==> src/rtl/teclado_digitos_pkg.sv <==
// Shared types, packet constants and keypad decode helpers for the keypad digit producer.
package teclado_digitos_pkg;

  localparam int unsigned N_DIG = 20;
  localparam int unsigned DIG_W = 4;

  typedef struct packed {
    logic [N_DIG-1:0][DIG_W-1:0] digits;
  } senhaPac_t;

  localparam senhaPac_t SENHA_VAZIA   = '{digits: {N_DIG{4'hF}}};
  localparam senhaPac_t SENHA_SAIR    = '{digits: {N_DIG{4'hB}}};
  localparam senhaPac_t SENHA_TIMEOUT = '{digits: {N_DIG{4'hE}}};

  typedef enum logic [3:0] {
    T0, T1, T2, T3, T4, T5, T6, T7, T8, T9, T_AST, T_HASH, T_LETRA
  } tecla_t;

  typedef enum logic [2:0] {
    ST_SCAN, ST_DEB_PRESS, ST_ACCEPT, ST_HELD, ST_DEB_REL
  } scan_state_t;

  // Map a (row, column) position to its key code.
  function automatic tecla_t decode_tecla(input logic [1:0] row, input logic [1:0] col);
    tecla_t t;
    case ({row, col})
      4'd0:    t = T1;
      4'd1:    t = T2;
      4'd2:    t = T3;
      4'd4:    t = T4;
      4'd5:    t = T5;
      4'd6:    t = T6;
      4'd8:    t = T7;
      4'd9:    t = T8;
      4'd10:   t = T9;
      4'd12:   t = T_AST;
      4'd13:   t = T0;
      4'd14:   t = T_HASH;
      default: t = T_LETRA;
    endcase
    return t;
  endfunction

  // True when exactly one active-low column is asserted.
  function automatic logic one_low(input logic [3:0] col);
    return ($countones(~col) == 1);
  endfunction

  // Index of the lowest asserted (low) column.
  function automatic logic [1:0] col_idx(input logic [3:0] col);
    logic [1:0] idx;
    idx = 2'd0;
    for (int i = 3; i >= 0; i--) begin
      if (!col[i]) idx = 2'(i);
    end
    return idx;
  endfunction

endpackage

==> src/rtl/teclado_digitos_varredura.sv <==
// Keypad row scanner: column synchroniser, row rotation, press/release debounce, hold timer.
module varredura_matriz
  import teclado_digitos_pkg::*;
#(
  parameter int unsigned SCAN_CYC     = 1000,
  parameter int unsigned DEBOUNCE_CYC = 500_000,
  parameter int unsigned LONG_CYC     = 100_000_000
) (
  input  logic       clk,
  input  logic       rst,
  input  logic [3:0] col_matriz,
  output logic [3:0] lin_matriz,
  output tecla_t     tecla,
  output logic       press_c,
  output logic       release_c,
  output logic       long_c
);

  localparam int unsigned SCAN_W = $clog2(SCAN_CYC + 1);
  localparam int unsigned DEB_W  = $clog2(DEBOUNCE_CYC + 1);
  localparam int unsigned HOLD_W = $clog2(LONG_CYC + 1);
  // Columns seen through the synchroniser lag a row change by two cycles.
  localparam int unsigned SETTLE = 2;

  scan_state_t       state_q, state_d;
  logic [3:0]        sync1_q, sync2_q;
  logic [1:0]        row_q, row_d;
  logic [3:0]        lin_q, lin_d;
  logic [SCAN_W-1:0] scan_cnt_q, scan_cnt_d;
  logic [DEB_W-1:0]  deb_cnt_q, deb_cnt_d;
  logic [HOLD_W-1:0] hold_cnt_q, hold_cnt_d;
  logic [3:0]        pat_q, pat_d;
  tecla_t            tecla_q, tecla_d;

  // State and datapath registers, including the two-flop column synchroniser.
  always_ff @(posedge clk) begin
    if (rst) begin
      state_q    <= ST_SCAN;
      sync1_q    <= 4'hF;
      sync2_q    <= 4'hF;
      row_q      <= 2'd0;
      lin_q      <= 4'b1110;
      scan_cnt_q <= '0;
      deb_cnt_q  <= '0;
      hold_cnt_q <= '0;
      pat_q      <= 4'hF;
      tecla_q    <= T_LETRA;
    end else begin
      state_q    <= state_d;
      sync1_q    <= col_matriz;
      sync2_q    <= sync1_q;
      row_q      <= row_d;
      lin_q      <= lin_d;
      scan_cnt_q <= scan_cnt_d;
      deb_cnt_q  <= deb_cnt_d;
      hold_cnt_q <= hold_cnt_d;
      pat_q      <= pat_d;
      tecla_q    <= tecla_d;
    end
  end

  // Next-state logic: scan, debounce press, accept, hold, debounce release.
  always_comb begin
    state_d    = state_q;
    row_d      = row_q;
    scan_cnt_d = scan_cnt_q;
    deb_cnt_d  = deb_cnt_q;
    hold_cnt_d = hold_cnt_q;
    pat_d      = pat_q;
    tecla_d    = tecla_q;
    press_c    = 1'b0;
    release_c  = 1'b0;
    case (state_q)
      ST_SCAN: begin
        if (scan_cnt_q == SCAN_W'(SCAN_CYC - 1)) begin
          scan_cnt_d = '0;
          row_d      = row_q + 2'd1;
        end else begin
          scan_cnt_d = scan_cnt_q + SCAN_W'(1);
        end
        if (scan_cnt_q >= SCAN_W'(SETTLE) && one_low(sync2_q)) begin
          pat_d      = sync2_q;
          tecla_d    = decode_tecla(row_q, col_idx(sync2_q));
          deb_cnt_d  = '0;
          scan_cnt_d = '0;
          row_d      = row_q;
          state_d    = ST_DEB_PRESS;
        end
      end
      ST_DEB_PRESS: begin
        if (sync2_q != pat_q) begin
          scan_cnt_d = '0;
          state_d    = ST_SCAN;
        end else if (deb_cnt_q == DEB_W'(DEBOUNCE_CYC - 1)) begin
          state_d = ST_ACCEPT;
        end else begin
          deb_cnt_d = deb_cnt_q + DEB_W'(1);
        end
      end
      ST_ACCEPT: begin
        press_c    = 1'b1;
        hold_cnt_d = '0;
        state_d    = ST_HELD;
      end
      ST_HELD: begin
        if (sync2_q == 4'hF) begin
          deb_cnt_d = '0;
          state_d   = ST_DEB_REL;
        end else if (hold_cnt_q < HOLD_W'(LONG_CYC)) begin
          hold_cnt_d = hold_cnt_q + HOLD_W'(1);
        end
      end
      ST_DEB_REL: begin
        if (sync2_q != 4'hF) begin
          state_d = ST_HELD;
        end else if (deb_cnt_q == DEB_W'(DEBOUNCE_CYC - 1)) begin
          release_c  = 1'b1;
          hold_cnt_d = '0;
          scan_cnt_d = '0;
          row_d      = row_q + 2'd1;
          state_d    = ST_SCAN;
        end else begin
          deb_cnt_d = deb_cnt_q + DEB_W'(1);
        end
      end
      default: state_d = ST_SCAN;
    endcase
    lin_d = ~(4'(1) << row_d);
  end

  assign lin_matriz = lin_q;
  assign tecla      = tecla_q;
  assign long_c     = (hold_cnt_q >= HOLD_W'(LONG_CYC));

endmodule

==> src/rtl/teclado_digitos.sv <==
// Keypad digit producer: digit buffer, key actions, inactivity timeout and packet output.
module teclado_digitos
  import teclado_digitos_pkg::*;
#(
  parameter int unsigned SCAN_CYC     = 1000,
  parameter int unsigned DEBOUNCE_CYC = 500_000,
  parameter int unsigned LONG_CYC     = 100_000_000,
  parameter int unsigned TIMEOUT_CYC  = 250_000_000
) (
  input  logic       clk,
  input  logic       rst,
  input  logic [3:0] col_matriz,
  output logic [3:0] lin_matriz,
  output senhaPac_t  digitos_value,
  output logic       digitos_valid,
  output logic       tecla_evt
);

  localparam int unsigned CNT_W = $clog2(N_DIG + 1);
  localparam int unsigned TMR_W = $clog2(TIMEOUT_CYC + 1);

  tecla_t tecla;
  logic   press_c, release_c, long_c;

  varredura_matriz #(
    .SCAN_CYC    (SCAN_CYC),
    .DEBOUNCE_CYC(DEBOUNCE_CYC),
    .LONG_CYC    (LONG_CYC)
  ) u_varredura (
    .clk       (clk),
    .rst       (rst),
    .col_matriz(col_matriz),
    .lin_matriz(lin_matriz),
    .tecla     (tecla),
    .press_c   (press_c),
    .release_c (release_c),
    .long_c    (long_c)
  );

  senhaPac_t         buffer_q, buffer_d;
  logic [CNT_W-1:0]  count_q, count_d;
  logic [TMR_W-1:0]  timer_q, timer_d;
  logic              exit_sent_q, exit_sent_d;
  senhaPac_t         value_q, value_d;
  logic              valid_q, valid_d;
  logic              evt_q, evt_d;
  logic              emit_c, exit_now_c;
  senhaPac_t         pkt_c;

  // Buffer, timer and output registers.
  always_ff @(posedge clk) begin
    if (rst) begin
      buffer_q    <= SENHA_VAZIA;
      count_q     <= '0;
      timer_q     <= '0;
      exit_sent_q <= 1'b0;
      value_q     <= SENHA_VAZIA;
      valid_q     <= 1'b0;
      evt_q       <= 1'b0;
    end else begin
      buffer_q    <= buffer_d;
      count_q     <= count_d;
      timer_q     <= timer_d;
      exit_sent_q <= exit_sent_d;
      value_q     <= value_d;
      valid_q     <= valid_d;
      evt_q       <= evt_d;
    end
  end

  // Key actions; an accept outranks exit, exit outranks timeout, one emit per cycle.
  always_comb begin
    buffer_d    = buffer_q;
    count_d     = count_q;
    timer_d     = timer_q;
    exit_sent_d = exit_sent_q;
    evt_d       = 1'b0;
    emit_c      = 1'b0;
    pkt_c       = SENHA_VAZIA;
    exit_now_c  = long_c && (tecla == T_AST) && !exit_sent_q;
    if (press_c) begin
      exit_sent_d = 1'b0;
      timer_d     = '0;
      case (tecla)
        T_HASH: begin
          evt_d    = 1'b1;
          emit_c   = 1'b1;
          pkt_c    = buffer_q;
          buffer_d = SENHA_VAZIA;
          count_d  = '0;
        end
        T_AST:   evt_d = 1'b1;
        T_LETRA: evt_d = 1'b0;
        default: begin
          evt_d           = 1'b1;
          buffer_d.digits = {buffer_q.digits[N_DIG-2:0], 4'(tecla)};
          if (count_q != CNT_W'(N_DIG)) count_d = count_q + CNT_W'(1);
        end
      endcase
    end else if (exit_now_c) begin
      emit_c      = 1'b1;
      pkt_c       = SENHA_SAIR;
      buffer_d    = SENHA_VAZIA;
      count_d     = '0;
      exit_sent_d = 1'b1;
    end else begin
      // Short '*' press acts on release as a backspace.
      if (release_c && (tecla == T_AST) && !exit_sent_q && (count_q != '0)) begin
        buffer_d.digits = {4'hF, buffer_q.digits[N_DIG-1:1]};
        count_d         = count_q - CNT_W'(1);
      end
      if (count_q == '0) begin
        timer_d = '0;
      end else if (timer_q == TMR_W'(TIMEOUT_CYC - 1)) begin
        emit_c   = 1'b1;
        pkt_c    = SENHA_TIMEOUT;
        buffer_d = SENHA_VAZIA;
        count_d  = '0;
        timer_d  = '0;
      end else begin
        timer_d = timer_q + TMR_W'(1);
      end
    end
    valid_d = emit_c;
    value_d = emit_c ? pkt_c : buffer_d;
  end

  assign digitos_value = value_q;
  assign digitos_valid = valid_q;
  assign tecla_evt     = evt_q;

endmodule

==> config.mk <==
export PLATFORM = sky130hd
export DESIGN_NAME = teclado_digitos
export DESIGN_NICKNAME = d
export VERILOG_FILES = /design/src/rtl/teclado_digitos_pkg.sv /design/src/rtl/teclado_digitos_varredura.sv /design/src/rtl/teclado_digitos.sv
export SDC_FILE = /design/constraint.sdc
export NUM_CORES = 1
export LEC_CHECK = 0
export BUFFER_PORTS_ARGS = -buffer_cell sky130_fd_sc_hd__buf_2
export CORE_MARGIN = 4
export CORE_UTILIZATION = 59
export DETAILED_ROUTE_END_ITERATION = 16
export GPL_ROUTABILITY_DRIVEN = 0
export PLACE_DENSITY = 0.77
export RECOVER_POWER = 100
export SYNTH_ARGS = -nofsm -noshare
export SYNTH_HDL_FRONTEND = slang
export SYNTH_SLANG_ARGS = --single-unit
==> constraint.sdc <==
create_clock -name clk -period 4.8 [get_ports clk]
set_clock_uncertainty 0.05 [all_clocks]
set_input_delay 0.48 -clock clk [delete_from_list [all_inputs] [get_ports clk]]
set_output_delay 0.48 -clock clk [all_outputs]
set_load 0.02 [all_outputs]
---- After elaboration in Yosys (flattened, before gate mapping) ----
Memories as Yosys holds them, arrays and structs flattened. A register that Yosys moved wholly into a read port is not among the register bits.
Cells that the tools add are included.
cells by class
  add/sub/neg operators ................... 10
  $mul .................................... 0
  divide/modulo/power cells ............... 0
  $lt $le $gt $ge ......................... 3
  equal/unequal tests ..................... 27
  shifts and indexed selects .............. 1
  mux-type cells .......................... 66
  bitwise operators ....................... 3
  reductions and logical operators ........ 22
operator list
  cell                   number
  $mux 80                8
  $pmux 80 s2            1
  $mux 77                2
  $mux 27                4
  $mux 19                5
  $pmux 27 s3            1
  $mux 79                1
  $pmux 19 s4            1
  $mux 28                2
  $mux 10                5
  $add 32x32->32         1
  $eq 32x2->1 const B    1
  $mux 5                 6
  $pmux 10 s3            1
  $add 28x1->28 const B  1
  $eq 28x28->1 const B   1
  $add 27x1->27 const B  1
  $ge 27x27->1 const B   1
  $lt 27x27->1 const B   1
  $mux 2                 10
  $add 19x1->19 const B  1
  $eq 19x19->1 const B   1
  $mux 3                 6
  $eq 4x4->1 const B     4
  other kinds (34)       66
word-level totals
  register bits after elaboration ......... 273
  latch bits .............................. 0
  bits in writable memories ............... 0
  memory bits (read-only) ................. 64
  input bits .............................. 6
  output and inout port bits .............. 86
  logic and storage cells ................. 187
  memories ................................ 1
memories
  memory            words  bits a word  read ports  clocked after Yosys merged registers in  wr ports  RTL line                   text
  (name not given)  16     4            1           1                                        0         teclado_digitos_pkg.sv:26  case ({row, col})

---- Depth between registers and ports, before layout ----
Gate-level depths: netlist of the first run.
  word-level depth ........................ 13
  mapped depth ............................ 12

---- Modules after synthesis ----
From an unflattened synthesis of the first run, not the netlist that was laid out.
unflattened totals
  cell total of the unflattened synthesis .. 1621
  area, all modules ....................... 13685.6 sq um
modules (own cells, without submodules)
  module            instances  cells each  area an instance (sq um)  sequential area each (sq um)
  teclado_digitos   1          1105        9335.2                    3923.8
  varredura_matriz  1          516         4350.4                    1621.6

---- Least setup slack after synthesis of the first run ----
OpenSTA, ideal clock, no wires.
  kind .................................... register to register
  start point ............................. register u_varredura.sync2_q[2]
  end point ............................... register u_varredura.deb_cnt_q[15]
  setup time .............................. 0.128 ns
  arrival time ............................ 3.177 ns
  setup slack ............................. 1.446 ns
  stages on the path, launching flop included .. 13
  buffers on the path ..................... 1
  cell sequence ........................... dfxtp_1 > inv_1 > ha_1 > ha_1 > fa_1 > or3b_2 > a31oi_1 > nand3b_1 > o211ai_1 > buf_2 > nand4_1 > xor2_1 > nor2_1
on the way
  longest elaborated chain between the ends .. 7
ends and longest elaborated chain
  item                                  RTL line                         text
  from (decl)                           teclado_digitos_varredura.sv:26  logic [3:0] sync1_q, sync2_q;
  from (signal assigned)                teclado_digitos_varredura.sv:51  sync2_q <= sync1_q;
  $not 4->4                             teclado_digitos_pkg.sv:46        return ($countones(~col) == 1);
  $add 1x1->2 (not written as such)     teclado_digitos_pkg.sv:46
  $add 32x32->32 (not written as such)  teclado_digitos_pkg.sv:46
  $eq 32x2->1                           teclado_digitos_pkg.sv:46
  $logic_and 1x1->1                     teclado_digitos_varredura.sv:81  if (scan_cnt_q >= SCAN_W'(SETTLE) && one_low(sync2_q)) begin
  $ne 2x1->1 (no line)                  --
  $reduce_and 5->1 (no line) (*)        --
  to (signal assigned)                  teclado_digitos_varredura.sv:55  deb_cnt_q <= deb_cnt_d;
  to (decl)                             teclado_digitos_varredura.sv:30  logic [DEB_W-1:0] deb_cnt_q, deb_cnt_d;
Mark *: on every way between the ends. The rest lies on a longest branch, timed or not.
A chain may end at the register's enable or synchronous reset.

---- Worst setup path in the final report of the first run ----
  start point ............................. register u_varredura.tecla_q[3] (netlist: u_varredura.tecla[3])
  end point ............................... register value_q (netlist bit digitos_value[5])
on the way
  longest elaborated chain between the ends .. 10
ends and longest elaborated chain
  item                             RTL line                                                              text
  from (decl)                      teclado_digitos_varredura.sv:33                                       tecla_t tecla_q, tecla_d;
  $eq 4x4->1                       teclado_digitos.sv:80, teclado_digitos.sv:84, teclado_digitos.sv:108
  $logic_and 1x1->1 (3 in series)  teclado_digitos.sv:108                                                if (release_c && (tecla == T_AST) && !exit_sent_q && (count_q != '0)) begin
  $mux 80                          teclado_digitos.sv:108
  $mux 80                          teclado_digitos.sv:114                                                end else if (timer_q == TMR_W'(TIMEOUT_CYC - 1)) begin
  $mux 80                          teclado_digitos.sv:112                                                if (count_q == '0) begin
  $mux 80                          teclado_digitos.sv:100                                                end else if (exit_now_c) begin
  $mux 80                          teclado_digitos.sv:81                                                 if (press_c) begin
  $mux 80 (*)                      teclado_digitos.sv:125                                                value_d = emit_c ? pkt_c : buffer_d;
  to (signal assigned)             teclado_digitos.sv:65                                                 value_q <= value_d;
  to (decl)                        teclado_digitos.sv:44                                                 senhaPac_t value_q, value_d;
Marked as above.

==> results of run 1 <==
==> metal layers <==
metal	share of wire, %	routed length [um]
met2	45	13840
met5	0	0
met3	6.5	1978
met1	47	14240
met4	1.8	549
==> metrics by stage <==
stage / std cells / setup WS (ns) / power [W]
2_1_floorplan: 1538 / 1.446 / 0.002904
3_3_place_gp: 1817 / 1.249 / 0.003068
3_5_place_dp: 1817 / 1.192 / 0.003079
4_1_cts: 1869 / 1.161 / 0.005289
5_1_grt: 1869 / 0.6053 / 0.005447
6_report: 1869 / 0.8304 / 0.005266
==> critical path, stage by stage (launching register included) <==
cell	delay [ns]
dfxtp_1	0.53
nand2b_1	0.35
nor3_1	0.96
a211oi_4	0.11
buf_4	0.31
and2_0	0.35
o21ai_2	0.94
o22a_1	0.27
==> cell usage in the layout (no fill, tap or decap), types with 5 or more instances in the layout <==
cell type,Yosys,layout
a211oi_1,6,6
a21oi_1,43,43
a221o_1,20,20
a221oi_1,73,73
a31o_2,19,19
a31oi_1,61,61
and2_1,8,8
and3_1,24,24
and4_1,9,9
buf_4,0,19
clkbuf_1,86,99
clkbuf_16,0,29
clkinv_2,0,6
dfxtp_1,277,277
ha_1,22,22
inv_1,23,23
mux2i_1,6,6
nand2_1,261,261
nand2b_1,7,7
nand3_1,48,48
nand4_1,19,19
nand4b_1,5,5
nor2_1,186,185
nor3_1,23,24
nor3b_1,9,9
nor4_1,12,12
nor4b_1,6,6
o211ai_1,10,10
o21ai_0,62,62
o22a_1,24,24
or2_2,16,15
or3_1,15,15
xnor2_1,44,44
xor2_1,29,29
==> area by class of cell <==
cell class | instances | share of cell area [%]
clock inverter | 10 | 0.9133
sequential | 277 | 39.30
timing repair buffer | 115 | 3.618
tap | 275 | 2.438
inverter | 23 | 0.6118
clock buffer | 42 | 5.772
multi-input combinational | 1127 | 47.35
==> sequential cells by signal, summed over array words and instances (netlist names) <==
register / flops
buffer_q: 80
count_q: 5
digitos_valid: 1
digitos_value: 80
exit_sent_q: 1
tecla_evt: 1
timer_q: 28
u_varredura.deb_cnt_q: 19
u_varredura.hold_cnt_q: 27
u_varredura.lin_matriz: 4
u_varredura.pat_q: 4
u_varredura.row_q: 2
u_varredura.scan_cnt_q: 10
u_varredura.state_q: 3
u_varredura.sync1_q: 4
u_varredura.sync2_q: 4
u_varredura.tecla: 4
==> cell families after synthesis <==
| logic type | Yosys count | synth area share (%) |
|---|---|---|
| muxes | 6 | 0.4718 |
| DFF | 277 | 43.56 |
| adders and majority gates | 23 | 2.320 |
| xor gates and xnor gates | 73 | 5.023 |
| AOI/OAI and AO/OA | 353 | 20.05 |
| and+or+nand+nor | 672 | 24.44 |
| buffers and inverters | 134 | 4.128 |
==> final timing paths <==
path | startpoint | end | slack (ns) | cells after the start
worst min-delay path | col_matriz[3] | u_varredura.sync1_q[3]$_SDFF_PP1_ | 0.07 | 2
worst min register to register | u_varredura.sync1_q[0]$_SDFF_PP1_ | u_varredura.sync2_q[0]$_SDFF_PP1_ | 0.36 | 1
worst max-delay path | u_varredura.tecla[3]$_SDFFE_PP1P_ | digitos_value[5]$_SDFF_PP1_ | 0.83 | 7
worst max register to register | u_varredura.tecla[3]$_SDFFE_PP1P_ | digitos_value[5]$_SDFF_PP1_ | 0.83 | 7
==> where the power goes <==
part | total [W] | leakage [nW] | switching [W] | internal [W]
Combinational | 0.000658 | 2.70 | 0.000489 | 0.000169
Sequential | 0.00238 | 2.24 | 0.0000498 | 0.00233
Clock | 0.00222 | 0.467 | 0.000891 | 0.00133
Total | 0.00527 | 5.41 | 0.00143 | 0.00384
==> results.py, run 1 <==
metrics = {
    "cts": {
        "cts_max_level": 1,
        "post_cts_resized": 0,
        "clk_pin_slew_worst_paths_ns": 0.06,
        "holdBufCountCts": 0,
        "cts.sinks": 277,
        "cts_buffers": 29,
        "cts_max_path_buffers": 3,
        "cts_tree": "done",
        "cts-root-buf": "clkbuf_16",
        "insertion_delay_ns": 0.54,
        "post_cts_buffers": 0,
    },
    "worst_setup_path": {
        "worst_setup_path_end_kind": "register",
        "arrival_ns": 4.39,
        "crit_fanout": 35,
        "cp.required_ns": 5.23,
        "start_kind": "register",
        "crit_type": "register to register",
    },
    "routing": {
        "drtIter0Drc": 841,
        "dr.pass1.iters": 5,
        "avgViaCountPerCell": 6.116,
        "drc": 0,
        "wl_mm": 30.60,
        "wl_per_cell_um": 16.37,
        "ant_nets": 0,
        "vias": 11431,
    },
    "global_routing": {
        "grt_use_total_pct": 24.72,
        "overflow": 0,
        "use_met2_pct": 39.59,
        "met3_usage_pct": 3.004,
        "grt_max_degree": 78,
        "grt_pass1_wl_mm": 51.80,
        "busiest_layer": "met2",
        "use_met1_pct": 35.89,
        "antenna_found_initial": 0,
        "first_global_vias": 10544,
    },
    "floorplanning": {
        "die_area_sq_um": 23990,
        "rows": 53,
        "ios": 92,
        "core_sq_um": 21150,
        "fp.dieW_um": 154.9,
        "start_util_pct": 60.18,
        "die_h_um": 154.9,
    },
    "sta": {
        "fin_crit_sh_pct": 82.70,
        "finalHoldViolations": 0,
        "period_needed_ns": 3.970,
        "drv_slew": 182,
        "relSlewSlack_pct": -92.45,
        "setup_viol": 0,
        "worst_pin_slew_ns": 2.887,
        "timing.fmax_ghz": 0.2519,
        "rsz0062_at_grt": "no",
        "fin_hold_ws_ns": 0.06543,
        "finalSetupTns_ns": 0,
    },
    "logic_synthesis": {
        "yosysSeqAreaShare_pct": 43.56,
        "synthCells": 1538,
        "synth_cell_types": 69,
        "synth-seq-cells": 277,
        "synth_top_area_share_pct": 43.56,
        "synth_flop_cell": "dfxtp_1",
        "synth_edf_count": 0,
        "synth.most_common_cell": "dfxtp_1",
        "avgSynthCellArea_sq_um": 8.277,
        "synth_area_leaders": "dfxtp_1, nand2_1, nor2_1",
        "async_flop_share_pct": 0,
        "synth_top_area_cell": "dfxtp_1",
        "netlist_area_sq_um": 12730,
        "syn-num-nets": 1567,
        "synth-warning-count": 0,
        "yosys-top-cells-count": "dfxtp_1, nand2_1, nor2_1, clkbuf_1, a221oi_1",
    },
    "cells_and_area": {
        "multi_input_area_sq_um": 6681,
        "nNetsFinal": 1602,
        "n_antenna_cell": 0,
        "drive_above_1_share_pct": 7.403,
        "nFillCells": 1808,
        "areaGrowthSynthToFinish_pct": 10.85,
        "stdcell_area_sq_um": 14110,
        "final_util_pct": 66.71,
        "ff_latch_area_sq_um": 5545,
    },
    "flow_run": {
        "drv_cap": 3,
    },
    "placement": {
        "io_buffer_count": 91,
        "placed_area_sq_um": 13310,
        "dp_hpwl_mm": 18.97,
    },
    "power_and_ir_drop": {
        "ir_drop_mv": 0.3058,
        "p_per_area_nw_per_um2": 373.2,
        "p_leak_nw": 5.408,
    },
    "min_path": {
        "hold_class": "primary input to register",
    },
    "status": {
        "failed_checks": "capacitance limit, slew limit",
        "status": "finished with violations",
    },
}
Power figures use the tool's default switching activity.
==> run 2: changes to the inputs <==
clock period = 3.66 ns   (was 4.8 ns; I/O delays follow)
==> run 2 against run 1 <==
  * The flow still finishes with violations (capacitance limit, slew limit)
  * Cell area grew 1.4%
  * Global-route usage is essentially flat
  * Critical path depth grew 1
  * Fmax grew 19%
  * Register-to-register slack lost 0.50 ns
  * First-iteration DRC count grew 12%
  * Wire length grew 0.31%
  * Critical path type unchanged
==> results.py, run 2 (same netlist as run 1, synthesis figures left out) <==
metrics = {
    "status": {
        "status": "finished with violations",
        "failed_checks": "capacitance limit, slew limit",
    },
    "sta": {
        "relSlewSlack_pct": -58.62,
        "fin_crit_sh_pct": 91.06,
        "finalSetupTns_ns": 0,
        "setup_viol": 0,
        "timing.fmax_ghz": 0.3001,
        "drv_slew": 55,
        "fin_hold_ws_ns": 0.2006,
        "period_needed_ns": 3.333,
        "rsz0062_at_grt": "no",
        "finalHoldViolations": 0,
        "worst_pin_slew_ns": 2.379,
    },
    "routing": {
        "dr.pass1.iters": 8,
        "ant_nets": 0,
        "drc": 0,
        "drtIter0Drc": 943,
        "vias": 11566,
        "avgViaCountPerCell": 6.149,
        "wl_per_cell_um": 16.32,
        "wl_mm": 30.70,
    },
    "power_and_ir_drop": {
        "p_sw_w": 0.001946,
        "switching_share_pct": 27.27,
        "p_comb_share_pct": 12.6,
        "p_leak_nw": 5.507,
        "p_per_area_nw_per_um2": 498.9,
        "p_clk_share_pct": 43.5,
        "p_seq_share_pct": 43.8,
        "ir_drop_mv": 0.4451,
        "p_int_w": 0.005189,
    },
    "cts": {
        "cts_tree": "done",
        "insertion_delay_ns": 0.55,
        "post_cts_resized": 0,
        "cts.sinks": 277,
        "clk_pin_slew_worst_paths_ns": 0.06,
        "cts_max_level": 1,
        "cts_max_path_buffers": 3,
        "holdBufCountCts": 4,
        "post_cts_buffers": 0,
        "cts-root-buf": "clkbuf_16",
        "cts_buffers": 29,
    },
    "placement": {
        "dp_hpwl_mm": 18.86,
        "placedCellCount": 1826,
        "io_buffer_count": 91,
    },
    "min_path": {
        "whs_endpoint": "digitos_value[63]$_SDFF_PP1_",
        "min_path_cells": 2,
        "hold_class": "primary input to register",
        "hold_path.startpoint": "rst",
    },
    "worst_setup_path": {
        "start_kind": "register",
        "cp.required_ns": 4.10,
        "cp-startpoint": "u_varredura.deb_cnt_q[8]$_SDFFE_PP0P_",
        "path_delay_family": "simple AND/OR/NAND/NOR gates",
        "crit_buf_inv": 1,
        "r2r_start": "u_varredura.deb_cnt_q[8]$_SDFFE_PP0P_",
        "arrival_ns": 3.77,
        "critPathSlowestCell": "or4b_2",
        "crit_type": "register to register",
        "rrSetupSlack_ns": 0.33,
        "worstRegToRegCells": 8,
        "path_cells": "or4b_2 > nor4_1 > and3_1 > nand3_1 > and2_0 > o21ai_4 > clkbuf_1 > o22a_1",
        "crit_fanout": 19,
        "worst_setup_path_end_kind": "register",
        "cp_slowest_stage_delay_ns": 0.62,
        "rr_endpoint": "digitos_value[37]$_SDFF_PP1_",
    },
    "cells_and_area": {
        "nFillCells": 1820,
        "n_antenna_cell": 0,
        "drive_above_1_share_pct": 8.219,
        "mostFrequentLayoutCells": "dfxtp_1, nand2_1, nor2_1",
        "layout_commonest_cell": "dfxtp_1",
        "final_util_pct": 67.61,
        "areaGrowthSynthToFinish_pct": 12.36,
        "final_cells": 1881,
        "nNetsFinal": 1615,
    },
    "global_routing": {
        "grt_pass1_wl_mm": 51.63,
        "grt_use_total_pct": 24.72,
        "first_global_vias": 10742,
        "antenna_found_initial": 0,
        "overflow": 0,
        "grt_max_degree": 78,
    },
    "floorplanning": {
        "rows": 53,
        "core_sq_um": 21150,
        "start_util_pct": 60.18,
        "die_area_sq_um": 23990,
        "fp.dieW_um": 154.9,
        "ios": 92,
        "die_h_um": 154.9,
    },
    "flow_run": {
        "drv_cap": 1,
    },
}
==> run 2: changes by cell type in the layout (fill, tap and decap cells not counted), sizes merged <==
cell / delta
buf: +2
bufinv: +2
clkbuf: -2
clkinv: +3
clkinvlp: +3
dlygate4sd3: +4
==> run 2: area by class of cell <==
class / count / area, sq um / share of cell area (%)
clock buffers: 33 / 780.7 / 5.459
clock inverters: 18 / 230.2 / 1.610
inverters: 23 / 86.33 / 0.6036
multi-input cells: 1127 / 6680 / 46.71
flip-flops and latches: 277 / 5545 / 38.77
well taps: 275 / 344.1 / 2.406
repair buffers: 128 / 635.6 / 4.444
==> run 2: per-stage QoR <==
stage | worst slack (ns) | cell area, sq um | total power [W]
after global routing | 0.06889 | 14300 | 0.007383
after detailed placement | 0.3728 | 13420 | 0.004075
final | 0.3272 | 14300 | 0.007135
after floorplan | 0.3058 | 12730 | 0.003808
after global placement | 0.4907 | 13420 | 0.004071
after CTS | 0.3628 | 14470 | 0.007158
==> run 2: worst max-delay path by stage <==
stage,end,slack (ns),depth (start not counted)
2_1_floorplan,u_varredura.deb_cnt_q[15]$_SDFFE_PP0P_,0.31,12
3_3_place_gp,u_varredura.deb_cnt_q[18]$_SDFFE_PP0P_,0.49,12
3_5_place_dp,u_varredura.deb_cnt_q[18]$_SDFFE_PP0P_,0.37,12
4_1_cts,u_varredura.deb_cnt_q[18]$_SDFFE_PP0P_,0.36,12
5_1_grt,u_varredura.deb_cnt_q[18]$_SDFFE_PP0P_,0.07,12
6_report,digitos_value[37]$_SDFF_PP1_,0.33,8
==> run 2: layer usage <==
metal	GRT usage (%)	share of wire [%]	up-vias
li1	-	-	5606
met1	34.32	44	5451
met2	40.53	46	442
met3	3.421	7.1	67
met4	7.023	2.3	0
met5	0	0	-
==> run 2: power by group through the flow <==
stage	registers (W)	clock network [W]	logic [W]
global placement	0.00319	0	0.000880
floorplan	0.00316	0	0.000649
CTS	0.00313	0.00314	0.000892
finish	0.00313	0.00311	0.000901
global route	0.00314	0.00326	0.000990
detailed placement	0.00319	0	0.000883
==> run 3: changes to the inputs <==
CAP_MARGIN = 20   (was not set)
CORE_UTILIZATION = 45   (was 59)
PLACE_DENSITY = 0.61   (was 0.77)
SKIP_CTS_REPAIR_TIMING = 1   (was not set)
==> run 3 against run 2 <==
  * The run still ends with capacitance limit, slew limit left
  * Cell area up 1.1%
  * Global-route usage down 4.9 points
  * Total power down 0.91%
  * First-iteration DRC count up 26%
  * Fmax down 0.32%
  * Register-to-register slack about the same
  * Sequential share of layout area down 0.41 points
  * Setup slack worse by 0.011 ns
  * Clock power down 3%
  * Largest cell class unchanged
  * Highest routed layer unchanged
==> results.py, run 3 (same netlist as run 1, synthesis figures left out) <==
metrics = {
    "sta": {
        "finalSetupTns_ns": 0,
        "setup_slack_ns": 0.3165,
        "drv_slew": 44,
        "worst_pin_slew_ns": 1.890,
        "setup_viol": 0,
        "timing.fmax_ghz": 0.2991,
        "relSlewSlack_pct": -26.01,
        "finalHoldViolations": 0,
        "period_needed_ns": 3.344,
        "rsz0062_at_grt": "no",
        "fin_crit_sh_pct": 91.35,
    },
    "global_routing": {
        "overflow": 0,
        "first_global_vias": 10533,
        "antenna_found_initial": 0,
        "grt_max_degree": 79,
        "grt_use_total_pct": 19.83,
        "grt_pass1_wl_mm": 53.27,
    },
    "worst_setup_path": {
        "worst_setup_path_end_kind": "register",
        "cp.required_ns": 4.03,
        "crit_type": "register to register",
        "crit_top_cell": "buf_4",
        "cp_slowest_stage_delay_ns": 0.87,
        "start_kind": "register",
        "worstRegToRegCells": 7,
        "rrSetupSlack_ns": 0.32,
        "r2r_start": "u_varredura.tecla[3]$_SDFFE_PP1P_",
        "path_cells": "nand2b_1 > buf_4 > nor3_1 > a211oi_4 > or3_1 > buf_4 > a221o_1",
        "critPathSlowestCell": "nor3_1",
        "crit_path_end": "digitos_value[68]$_SDFF_PP1_",
        "cp-startpoint": "u_varredura.tecla[3]$_SDFFE_PP1P_",
        "rr_endpoint": "digitos_value[68]$_SDFF_PP1_",
        "arrival_ns": 3.72,
        "crit_fanout": 27,
    },
    "routing": {
        "wl_mm": 31.56,
        "avgViaCountPerCell": 5.720,
        "drc": 0,
        "vias": 11372,
        "wl_per_cell_um": 15.88,
        "dr.pass1.iters": 5,
        "drtIter0Drc": 1186,
        "ant_nets": 0,
    },
    "cts": {
        "cts_max_path_buffers": 3,
        "cts_max_level": 1,
        "clk_pin_slew_worst_paths_ns": 0.06,
        "cts.sinks": 277,
        "cts_buffers": 30,
        "insertion_delay_ns": 0.55,
        "cts_tree": "done",
        "cts-root-buf": "clkbuf_16",
    },
    "floorplanning": {
        "fp.dieW_um": 176.2,
        "die_h_um": 176.2,
        "rows": 61,
        "core_sq_um": 27860,
        "die_area_sq_um": 31040,
        "start_util_pct": 45.70,
        "ios": 92,
    },
    "cells_and_area": {
        "final_util_pct": 51.89,
        "nNetsFinal": 1616,
        "layout_commonest_cell": "dfxtp_1",
        "n_antenna_cell": 0,
        "ff_latch_area_sq_um": 5545,
        "nFillCells": 2683,
        "mostFrequentLayoutCells": "dfxtp_1, nand2_1, nor2_1",
        "areaGrowthSynthToFinish_pct": 13.55,
        "drive_above_1_share_pct": 8.137,
        "final_cells": 1988,
        "multi_input_area_sq_um": 6686,
    },
    "status": {
        "status": "finished with violations",
        "failed_checks": "capacitance limit, slew limit",
    },
    "placement": {
        "io_buffer_count": 91,
        "placedCellCount": 1929,
        "dp_hpwl_mm": 19.78,
        "dpl_worst_slack_ns": 0.3793,
    },
    "min_path": {
        "hold_class": "register to register",
        "min_path_cells": 1,
    },
    "power_and_ir_drop": {
        "p_per_area_nw_per_um2": 489.1,
        "p_leak_nw": 5.510,
        "ir_drop_mv": 0.3467,
    },
    "flow_run": {
        "drv_cap": 1,
    },
}
## run 3: cell count changes in the layout (fill, tap and decap cells not counted), moves of 2 or more
cell,previous run,this run
clkinv_2,8,6
buf_12,3,5
clkbuf_16,29,31
clkbuf_8,4,6
bufinv_16,5,2
clkbuf_1,92,99
## run 3: per-stage QoR
step	power, W	hold WS [ns]	instance area [sq um]
floorplan	0.003808	0.3395	12730
global placement	0.004119	0.3413	13580
detailed placement	0.004126	0.3449	13580
CTS	0.007152	-0.06588	14580
global route	0.007373	0.3673	14460
finish	0.007070	0.3573	14460
## run 3: where the power goes
part	switching (W)	internal [W]	leakage, nW
Clock	0.00120	0.00181	0.490
Sequential	0.0000575	0.00306	2.24
Combinational	0.000673	0.000269	2.78
Total	0.00193	0.00514	5.51
## run 3: layer usage
layer	vias up	share of wire [%]	track usage, %
met4	0	1.7	4.061
li1	5591	-	-
met5	-	0	0
met2	295	45	31.40
met1	5447	49	29.15
met3	39	4.9	2.634
## run 3: worst min path at each step
stage                                           start                                end
floorplan           u_varredura.sync1_q[0]$_SDFF_PP1_  u_varredura.sync2_q[0]$_SDFF_PP1_
global placement    u_varredura.sync1_q[3]$_SDFF_PP1_  u_varredura.sync2_q[3]$_SDFF_PP1_
detailed placement  u_varredura.sync1_q[2]$_SDFF_PP1_  u_varredura.sync2_q[2]$_SDFF_PP1_
CTS                                     col_matriz[3]  u_varredura.sync1_q[3]$_SDFF_PP1_
global route        u_varredura.sync1_q[0]$_SDFF_PP1_  u_varredura.sync2_q[0]$_SDFF_PP1_
finish              u_varredura.sync1_q[2]$_SDFF_PP1_  u_varredura.sync2_q[2]$_SDFF_PP1_
## run 3: critical path: cells and delay by family (launching register included)
family                 cells  cell delay [ns]
and+or+nand+nor            3             1.46
DFF                        1             0.56
AOI/OAI and AO/OA          2             0.68
buffers and inverters      2             0.45
## run 3: final cells by class
cell class | instances | area share, %
Tap cell | 378 | 3.272
Sequential cell | 277 | 38.36
Multi-Input combinational cell | 1127 | 46.26
Timing Repair Buffer | 128 | 4.605
Inverter | 23 | 0.5972
Clock buffer | 44 | 6.120
Clock inverter | 11 | 0.7877
